`config.mk`:
```
export PLATFORM = sky130hd
export DESIGN_NAME = dual_fetch_stage_flat
export DESIGN_NICKNAME = d
export VERILOG_FILES = /design/src/rtl/riscv_pkg.sv /design/src/rtl/dual_fetch_stage_if.sv /design/src/rtl/fetch_next_pc.sv /design/src/rtl/dual_fetch_stage.sv /design/src/flat_wrapper.sv
export SDC_FILE = /design/constraint.sdc
export NUM_CORES = 1
export LEC_CHECK = 0
export ABC_AREA = 1
export CAP_MARGIN = 10
export CORE_UTILIZATION = 40
export DETAILED_ROUTE_END_ITERATION = 10
export PLACE_DENSITY = 0.78
export SLEW_MARGIN = 10
export SYNTH_ARGS = -nofsm -noshare
export SYNTH_HDL_FRONTEND = slang
export SYNTH_HIERARCHICAL = 1
export SYNTH_SLANG_ARGS = --single-unit
```
`constraint.sdc`:
```
create_clock -name clk -period 2.1 [get_ports clk]
set_input_delay 0.21 -clock clk [delete_from_list [all_inputs] [get_ports clk]]
set_output_delay 0.21 -clock clk [all_outputs]
set_load 0.02 [all_outputs]
```
`src/rtl/riscv_pkg.sv`:
```
// Shared front-end definitions: instruction constants, the issue unit's pcDelta
// encoding and the fetch FSM state type.
package riscv_pkg;

    localparam logic [31:0] NOP_INST    = 32'h0000_0013;
    localparam logic [31:0] BUBBLE_INST = 32'h0000_0000;

    // PCD_BACK4: only word 0 issued, so word 1 becomes the new word 0 (pair moves +4).
    localparam logic [1:0] PCD_HOLD  = 2'd0;
    localparam logic [1:0] PCD_BACK4 = 2'd1;
    localparam logic [1:0] PCD_FWD8  = 2'd2;

    typedef enum logic [1:0] {
        FS_BUBBLE = 2'd0,
        FS_RUN    = 2'd1,
        FS_HALT   = 2'd2
    } fetch_state_e;

    // Encoding 3 is reserved and treated as a full-pair advance.
    function automatic logic [31:0] pc_step(input logic [1:0] pcDelta);
        case (pcDelta)
            PCD_HOLD:  pc_step = 32'd0;
            PCD_BACK4: pc_step = 32'd4;
            PCD_FWD8:  pc_step = 32'd8;
            default:   pc_step = 32'd8;
        endcase
    endfunction

endpackage

```
`src/rtl/dual_fetch_stage_if.sv`:
```
// Fetch-stage bus: execute redirect, issue back-pressure/pcDelta, instruction
// memory read port and the registered pair presented to the issue unit.
interface dual_fetch_stage_if #(
    parameter int CNT_W = 16
);
    logic             stall;
    logic             redirect;
    logic [31:0]      redirectPc;
    logic [1:0]       pcDelta;
    logic [31:0]      imemAddr;
    logic [31:0]      imemData1;
    logic [31:0]      imemData2;
    logic [31:0]      inst1;
    logic [31:0]      inst2;
    logic [31:0]      pc1;
    logic [31:0]      pc2;
    logic             pairValid;
    logic             fetchFault;
    logic [CNT_W-1:0] bubbleCount;

    modport slave (
        input  stall, redirect, redirectPc, pcDelta, imemData1, imemData2,
        output imemAddr, inst1, inst2, pc1, pc2, pairValid, fetchFault, bubbleCount
    );

    modport master (
        output stall, redirect, redirectPc, pcDelta, imemData1, imemData2,
        input  imemAddr, inst1, inst2, pc1, pc2, pairValid, fetchFault, bubbleCount
    );
endinterface

```
`src/rtl/fetch_next_pc.sv`:
```
// Next-pair address: advance from the held pair by the issue unit's pcDelta,
// or retry pc1 when the held pair is a bubble.
module fetch_next_pc
    import riscv_pkg::*;
(
    input  logic [31:0] pc1,
    input  logic        pairValid,
    input  logic [1:0]  pcDelta,
    output logic [31:0] imemAddr
);

    assign imemAddr = pairValid ? (pc1 + pc_step(pcDelta)) : pc1;

endmodule

```
`src/rtl/dual_fetch_stage.sv`:
```
// Dual-issue fetch stage: owns the PC, fetches an aligned pair per cycle and
// registers it for the issue unit; handles execute redirects and back-pressure.
//
// state     | meaning
// FS_BUBBLE | held pair invalid (after reset or redirect), instructions are zero
// FS_RUN    | held pair valid
// FS_HALT   | misaligned redirect seen; everything frozen until reset
module dual_fetch_stage
    import riscv_pkg::*;
#(
    parameter logic [31:0] RESET_PC = 32'h0000_0000,
    parameter int          CNT_W    = 16
) (
    input  logic                clk,
    input  logic                rst_n,
    dual_fetch_stage_if.slave   fif
);

    fetch_state_e     state, state_nxt;
    logic [31:0]      pc1_q;
    logic [31:0]      inst1_q;
    logic [31:0]      inst2_q;
    logic             fault_q;
    logic [CNT_W-1:0] bcnt_q;
    logic [31:0]      next_addr;
    logic             pair_valid;
    logic             misaligned;

    assign pair_valid = (state == FS_RUN);
    assign misaligned = (fif.redirectPc[1:0] != 2'b00);

    // Only pcDelta reaches imemAddr combinationally; redirect/stall act at the edge.
    fetch_next_pc u_next_pc (
        .pc1       (pc1_q),
        .pairValid (pair_valid),
        .pcDelta   (fif.pcDelta),
        .imemAddr  (next_addr)
    );

    always_comb begin
        state_nxt = state;
        if (state != FS_HALT) begin
            if (fif.redirect && misaligned) begin
                state_nxt = FS_HALT;
            end else if (fif.redirect) begin
                state_nxt = FS_BUBBLE;
            end else if (!fif.stall) begin
                state_nxt = FS_RUN;
            end
        end
    end

    always_ff @(posedge clk or negedge rst_n) begin
        if (!rst_n) begin
            state   <= FS_BUBBLE;
            pc1_q   <= RESET_PC;
            inst1_q <= BUBBLE_INST;
            inst2_q <= BUBBLE_INST;
            fault_q <= 1'b0;
            bcnt_q  <= '0;
        end else begin
            state <= state_nxt;
            if (state != FS_HALT) begin
                if (!pair_valid && (bcnt_q != '1)) begin
                    bcnt_q <= bcnt_q + 1'b1;
                end
                if (fif.redirect) begin
                    inst1_q <= BUBBLE_INST;
                    inst2_q <= BUBBLE_INST;
                    if (misaligned) begin
                        fault_q <= 1'b1;
                    end else begin
                        pc1_q <= fif.redirectPc;
                    end
                end else if (!fif.stall) begin
                    pc1_q   <= next_addr;
                    inst1_q <= fif.imemData1;
                    inst2_q <= fif.imemData2;
                end
            end
        end
    end

    assign fif.imemAddr    = next_addr;
    assign fif.inst1       = inst1_q;
    assign fif.inst2       = inst2_q;
    assign fif.pc1         = pc1_q;
    assign fif.pc2         = pc1_q + 32'd4;
    assign fif.pairValid   = pair_valid;
    assign fif.fetchFault  = fault_q;
    assign fif.bubbleCount = bcnt_q;

endmodule

```
`src/flat_wrapper.sv`:
```
// flat-port wrapper written by rule: the top's interface ports become plain ports
module dual_fetch_stage_flat import riscv_pkg::*;
#(
    parameter logic [31:0] RESET_PC = 32'h0000_0000,
    parameter int          CNT_W    = 16
)
  (clk, rst_n, fif_stall, fif_redirect, fif_redirectPc, fif_pcDelta, fif_imemData1, fif_imemData2, fif_imemAddr, fif_inst1, fif_inst2, fif_pc1, fif_pc2, fif_pairValid, fif_fetchFault, fif_bubbleCount);
  dual_fetch_stage_if #(.CNT_W(CNT_W)) fif_i ();
  input  logic clk;
  input  logic rst_n;
  input wire logic [$bits(fif_i.stall)-1:0] fif_stall;
  input wire logic [$bits(fif_i.redirect)-1:0] fif_redirect;
  input wire logic [$bits(fif_i.redirectPc)-1:0] fif_redirectPc;
  input wire logic [$bits(fif_i.pcDelta)-1:0] fif_pcDelta;
  input wire logic [$bits(fif_i.imemData1)-1:0] fif_imemData1;
  input wire logic [$bits(fif_i.imemData2)-1:0] fif_imemData2;
  output wire logic [$bits(fif_i.imemAddr)-1:0] fif_imemAddr;
  output wire logic [$bits(fif_i.inst1)-1:0] fif_inst1;
  output wire logic [$bits(fif_i.inst2)-1:0] fif_inst2;
  output wire logic [$bits(fif_i.pc1)-1:0] fif_pc1;
  output wire logic [$bits(fif_i.pc2)-1:0] fif_pc2;
  output wire logic [$bits(fif_i.pairValid)-1:0] fif_pairValid;
  output wire logic [$bits(fif_i.fetchFault)-1:0] fif_fetchFault;
  output wire logic [$bits(fif_i.bubbleCount)-1:0] fif_bubbleCount;
  assign fif_i.stall = fif_stall;
  assign fif_i.redirect = fif_redirect;
  assign fif_i.redirectPc = fif_redirectPc;
  assign fif_i.pcDelta = fif_pcDelta;
  assign fif_i.imemData1 = fif_imemData1;
  assign fif_i.imemData2 = fif_imemData2;
  assign fif_imemAddr = fif_i.imemAddr;
  assign fif_inst1 = fif_i.inst1;
  assign fif_inst2 = fif_i.inst2;
  assign fif_pc1 = fif_i.pc1;
  assign fif_pc2 = fif_i.pc2;
  assign fif_pairValid = fif_i.pairValid;
  assign fif_fetchFault = fif_i.fetchFault;
  assign fif_bubbleCount = fif_i.bubbleCount;
  dual_fetch_stage #(.RESET_PC(RESET_PC), .CNT_W(CNT_W)) u_core (.clk(clk), .rst_n(rst_n), .fif(fif_i));
endmodule
```
* Yosys cells after proc, flatten, opt, wreduce, memory -nomap -nowiden
Index checks and enable logic that the tools add are counted.
** Word-level totals
- Register bits after elaboration :: 115
- Bits of input ports :: 102
- Output and inout port bits :: 178
- Word-level logic and storage cells :: 38
** Operators by class
- $add $sub $neg :: 3
- Eq/ne operators :: 7
- Multiplexer cells :: 12
- Reduce and logical (&&, ||, !) cells :: 10
** Operators by type and width (count)
- 32-bit 2-to-1 mux :: 8
- 32-bit by 3-bit adder with 32-bit output, second input constant :: 1
- 32-bit by 4-bit adder with 32-bit output :: 1
- 16-bit by 1-bit adder with 16-bit output, second input constant :: 1
- 16-bit inequality test, second input constant :: 1
- 4-bit one-hot mux with 2 select lines :: 1
- 2-bit 2-to-1 mux :: 3
- 2-bit AND reduction :: 3
- 3-bit AND reduction :: 2
- 2-bit by 1-bit equality test with 1-bit output, second input constant :: 2
- 2-bit inequality test, second input constant :: 2
- 3-bit by 1-bit inequality test with 1-bit output, second input constant :: 1
- 1-bit logical AND :: 2
- 2-bit logical NOT :: 1
- 2-bit by 1-bit inequality test with 1-bit output, second input constant :: 1
- 2-bit nonzero test :: 1
- 1-bit logical NOT :: 1

* Depth between registers and ports, before layout
Gate-level depths: netlist of run 1.
- Depth after elaboration :: 6
- Depth in mapped cells :: 15
- Gate-level depth less buffers :: 15

* By module
The synthesis of run 1 kept the hierarchy.
** By module, submodules not included
- dual_fetch_stage :: times used 1, cells each 787, area each 5914.4 um2, seq. area each 2877.8 um2
- fetch_next_pc :: times used 1, cells each 184, area each 920.9 um2, seq. area each 0.0 um2

* Worst setup path after synthesis of run 1
No wires, ideal clock.
- Path kind :: flip-flop to flip-flop
- Start :: register u_core.pc1_q[2] (netlist: u_core/fif.pc1[2])
- End :: register u_core.pc1_q[16] (netlist: u_core/fif.pc1[16])
- Library setup time :: 0.082 ns
- Data arrival time :: 2.417 ns
- Data required time :: 2.018 ns
- Path slack :: -0.399 ns
- Cell stages (with the launch flop) :: 12
- Path buffers :: 0
- Clock period less this slack :: 2.499 ns
- Path through :: dfrtp_1 ha_1 inv_1 fa_1 inv_1 nand3_1 nor2_4 nand2_2 nor2_2 xor2_1 nand2_1 a31oi_1
** On the way
- Longest elaborated chain between the ends :: 4
** RTL lines
- start: declaration :: line dual_fetch_stage.sv:20 : logic [31:0] pc1_q;
- start signal: assignment :: line dual_fetch_stage.sv:73 : pc1_q <= fif.redirectPc;
- start signal: assignment :: line dual_fetch_stage.sv:76 : pc1_q <= next_addr;
- 32-bit by 4-bit adder with 32-bit output :: line fetch_next_pc.sv:12 : assign imemAddr = pairValid ? (pc1 + pc_step(pcDelta)) : pc1;
- 32-bit 2-to-1 mux :: line fetch_next_pc.sv:12
- via fif_imemAddr[16] :: line flat_wrapper.sv:17 : output wire logic [$bits(fif_i.imemAddr)-1:0] fif_imemAddr;
- 32-bit 2-to-1 mux :: line dual_fetch_stage.sv:75 : end else if (!fif.stall) begin
- 32-bit 2-to-1 mux :: line dual_fetch_stage.sv:67 : if (fif.redirect) begin
The timed path passes the listed nets, and every way through them passes these cells. The select of a mux whose other input is x is not followed.
A chain may end at the register's enable or synchronous reset.

* Worst setup path in the final report of run 1
- Start :: register u_core.pc1_q[2] (netlist: u_core/fif.pc1[2])
- End :: output fif_imemAddr[14]
** On the way
- Longest elaborated chain between the ends :: 2
** RTL lines (line)
- 32-bit by 4-bit adder with 32-bit output :: fetch_next_pc.sv:12
- 32-bit 2-to-1 mux :: fetch_next_pc.sv:12
- end: declaration :: flat_wrapper.sv:17
Every way passes these cells.

==> metrics.md, run 1 <==
| Metric | Value |
|---|---|
| Vias per cell | `5.13` |
| F_max | `0.370 GHz` |
| Post-Syn Area | `6840 um^2` |
| Slew headroom | `69.5%` |
| Startpoint Class | `flop` |
| Post-synth net total | `1078` |
| Synth-to-layout area growth | `80.5%` |
| Die height | `133 um` |
| Total clock buffers created by CTS | `17` |
| Worst-Margin Slew | `458 ps` |
| Routed vias | `8343` |
| Synth Warn # | `6` |
| Reg2reg path depth | `16` |
| CORE AREA | `16600 um^2` |
| Die extent in x | `133 um` |
| CP startpoint | `u_core/fif.pc1[2]` |
| Clock-pin slew on the worst setup and hold paths | `60 ps` |
| Tcrit/Tclk final | `129%` |
| Starting density of the core | `41.1%` |
| Synth Register Bits | `115` |
| ANT cells | `0` |
| Nets | `1500` |
| Final Skew | `9.47 ps` |
| # setup viols final | `58` |
| Largest net degree at the start of global routing | `135` |
| Buffers on Ports | `279` |
| Synth Instances | `971` |
| Peak VDD IR | `0.000701 V` |
| Final WS setup | `-605 ps` |
| Failing checks | `negative setup slack` |
| Top_reg_cell synth | `dfrtp_1` |
| Site row count | `47` |
| HP Class | `in -> async` |
| EDFF count, synth | `0` |
| Clk root buf | `clkbuf_16` |
| All-layer global routing usage | `29.3%` |
| Clk_lat worst skew | `410 ps` |
| Synth area leader | `dfrtp_1` |
| Grt total ovfl | `0` |
| Tot Pwr | `16000 uW` |
| RSZ-0062 raised after global routing | `yes` |
| Worst Path Max Fanout | `4` |
| Num Clock Sinks | `115` |
| Synth cell count leaders | `396 x nand2_1, 115 x dfrtp_1, 95 x nor2_1, 70 x inv_1, 70 x o21ai_0` |
| R2R setup slack | `-420 ps` |
| Max-cap violation count | `0` |
| Post-synth cell types | `29` |
| Post-synthesis average cell area | `7.04 um^2` |
| DRC Markers | `0` |
| Via count of the first global-routing pass | `7796` |
| Pre-CTS WS | `-1020 ps` |
| CP arrival | `2500 ps` |
| Leakage | `0.00568 uW` |
| WP data required | `1890 ps` |
| Clock period minus worst slack | `2710 ps` |
| Crit Reg-Reg Endpoint | `u_core/fif.pc1[20]` |
| Die ar. | `17600 um^2` |
| Final Hold Fails | `0` |
| Critical path class | `reg -> out` |
| Top-count cell post-synth | `nand2_1` |
| Worst r2r src | `u_core/fif.pc1[2]` |
| Top Ports | `280` |
| Fin Hold WS | `237 ps` |
| Max clock buf depth | `2` |
| Yosys top cell area share | `42.1%` |
| DRT antenna net count | `0` |
| Power density over the cells | `1300 nW/um^2` |
| Seq/Total Area, Yosys | `42.1%` |
| Fin cells | `1626` |
| Layout cell share with drive strength beyond 1 | `28.4%` |
| Critical Path Sink Type | `primary output` |
| Post-DR wirelength/cell | `16.6 um` |
| Final Max Tran Viols | `0` |
| Status | `complete, but fails checks` |
| End of the critical path | `fif_imemAddr[14]` |
| Ys async rst share | `100%` |
| Gpl congestion | `0.917` |
| Post-DP HPWL | `17900 um` |
| Top cells by area, synth | `dfrtp_1 42%, nand2_1 22%, nor2_1 5.2%, o21ai_0 5.1%, inv_1 3.8%` |
| Initial antenna violation count | `0` |
| First DRT Iteration DRCs | `655` |
| Max H-tree Level | `4` |
| First-pass GRT wire length | `40300 um` |
| Drt first pass iters | `6` |
| Post-Route WL | `27100 um` |
| CTS tree | `yes` |
| Cells after DPL | `1550` |
where the power goes:
part           leakage [uW]  switching, uW  total (uW)  internal [uW]
logic               0.00396           5250        9650           4390
registers           0.00143            594        3400           2810
clock network      0.000284           1110        2990           1880
total               0.00568           6960       16000           9080
worst max-delay path, cell delays in order (launching register included):
cell and delay [ps]:
dfrtp_2 390, ha_4 140, inv_2 40, fa_2 360
inv_2 100, nand3_4 90, nor2_4 200, nand3_4 140
buf_4 180, buf_12 120, xnor2_4 170, buf_6 150
state kept, by name, summed over array words and instances (netlist names):
name,flops
u_core/fif.inst1,32
u_core/fif.inst2,32
u_core/fif.pc1,32
u_core/fif.bubbleCount,16
u_core/state,2
u_core/fif.fetchFault,1
layout by cell type (no fill, tap or decap), types with 20 or more instances in the layout:
cell type / count
a31oi_1: 27
nand3_1: 33
clkdlybuf4s50_1: 218
nand2_2: 34
buf_6: 54
nor2_1: 78
o21ai_0: 67
nor2_4: 20
nand2_1: 361
inv_1: 61
buf_4: 153
dfrtp_1: 98
worst min path at each step:
stage	endpoint	slack [ps]	depth (start not counted)
floorplan	u_core/fif.bubbleCount[0]	-90	0
global placement	u_core/fif.bubbleCount[3]	140	1
global route	u_core/fif.bubbleCount[1]	250	2
detailed placement	u_core/fif.bubbleCount[1]	140	1
finish	u_core/fif.bubbleCount[1]	240	2
CTS	u_core/fif.bubbleCount[1]	230	2
repair_timing:
item,in CTS,in global routing
setup buffers,24,23
endpoints found under the hold margin,21,0
pin swaps,32,41
hold buffers,1,0
gates resized for setup,358,117
endpoints found under the setup margin,65,68
stage by stage:
step	setup TNS [ps]	area [um^2]	util, %
3_3_place_gp	-29020	10800	64.8
5_1_grt	-18030	12300	74.1
4_1_cts	-7240	11800	70.8
2_1_floorplan	-349	6960	-
3_5_place_dp	-29420	10800	64.8
6_report	-12910	12300	74.1
cells by family after synthesis:
group	count (synthesis)	share of synthesized area, %
buf+inv	113	7.18
xor+xnor	36	4.61
simple gates	600	37.0
flops	115	42.1
compound gates	102	8.09
fa+ha+maj	5	1.03
area by class of cell:
cell class,instances,area (um^2)
Timing Repair Buffer,445,4160
Inverter,71,277
Clock buffer,18,429
Clock inverter,14,178
Fill cell,1199,4310
Sequential cell,115,2900
Tap cell,220,275
Multi-Input combinational cell,743,4120
layer usage:
layer  wire, um  GRT usage [%]
met2      13100           50.1
met5          0              0
met1      10500           34.7
met4       1040           11.2
met3       2460           8.39
Note: power is estimated with default switching activity, not from simulation.
==> inputs of run 2 (changes only) <==
Settings changed: CTS_CLUSTER_SIZE set to 14.
==> results of run 2 <==
Final layout, timing and power as in run 1 (identical DEF).
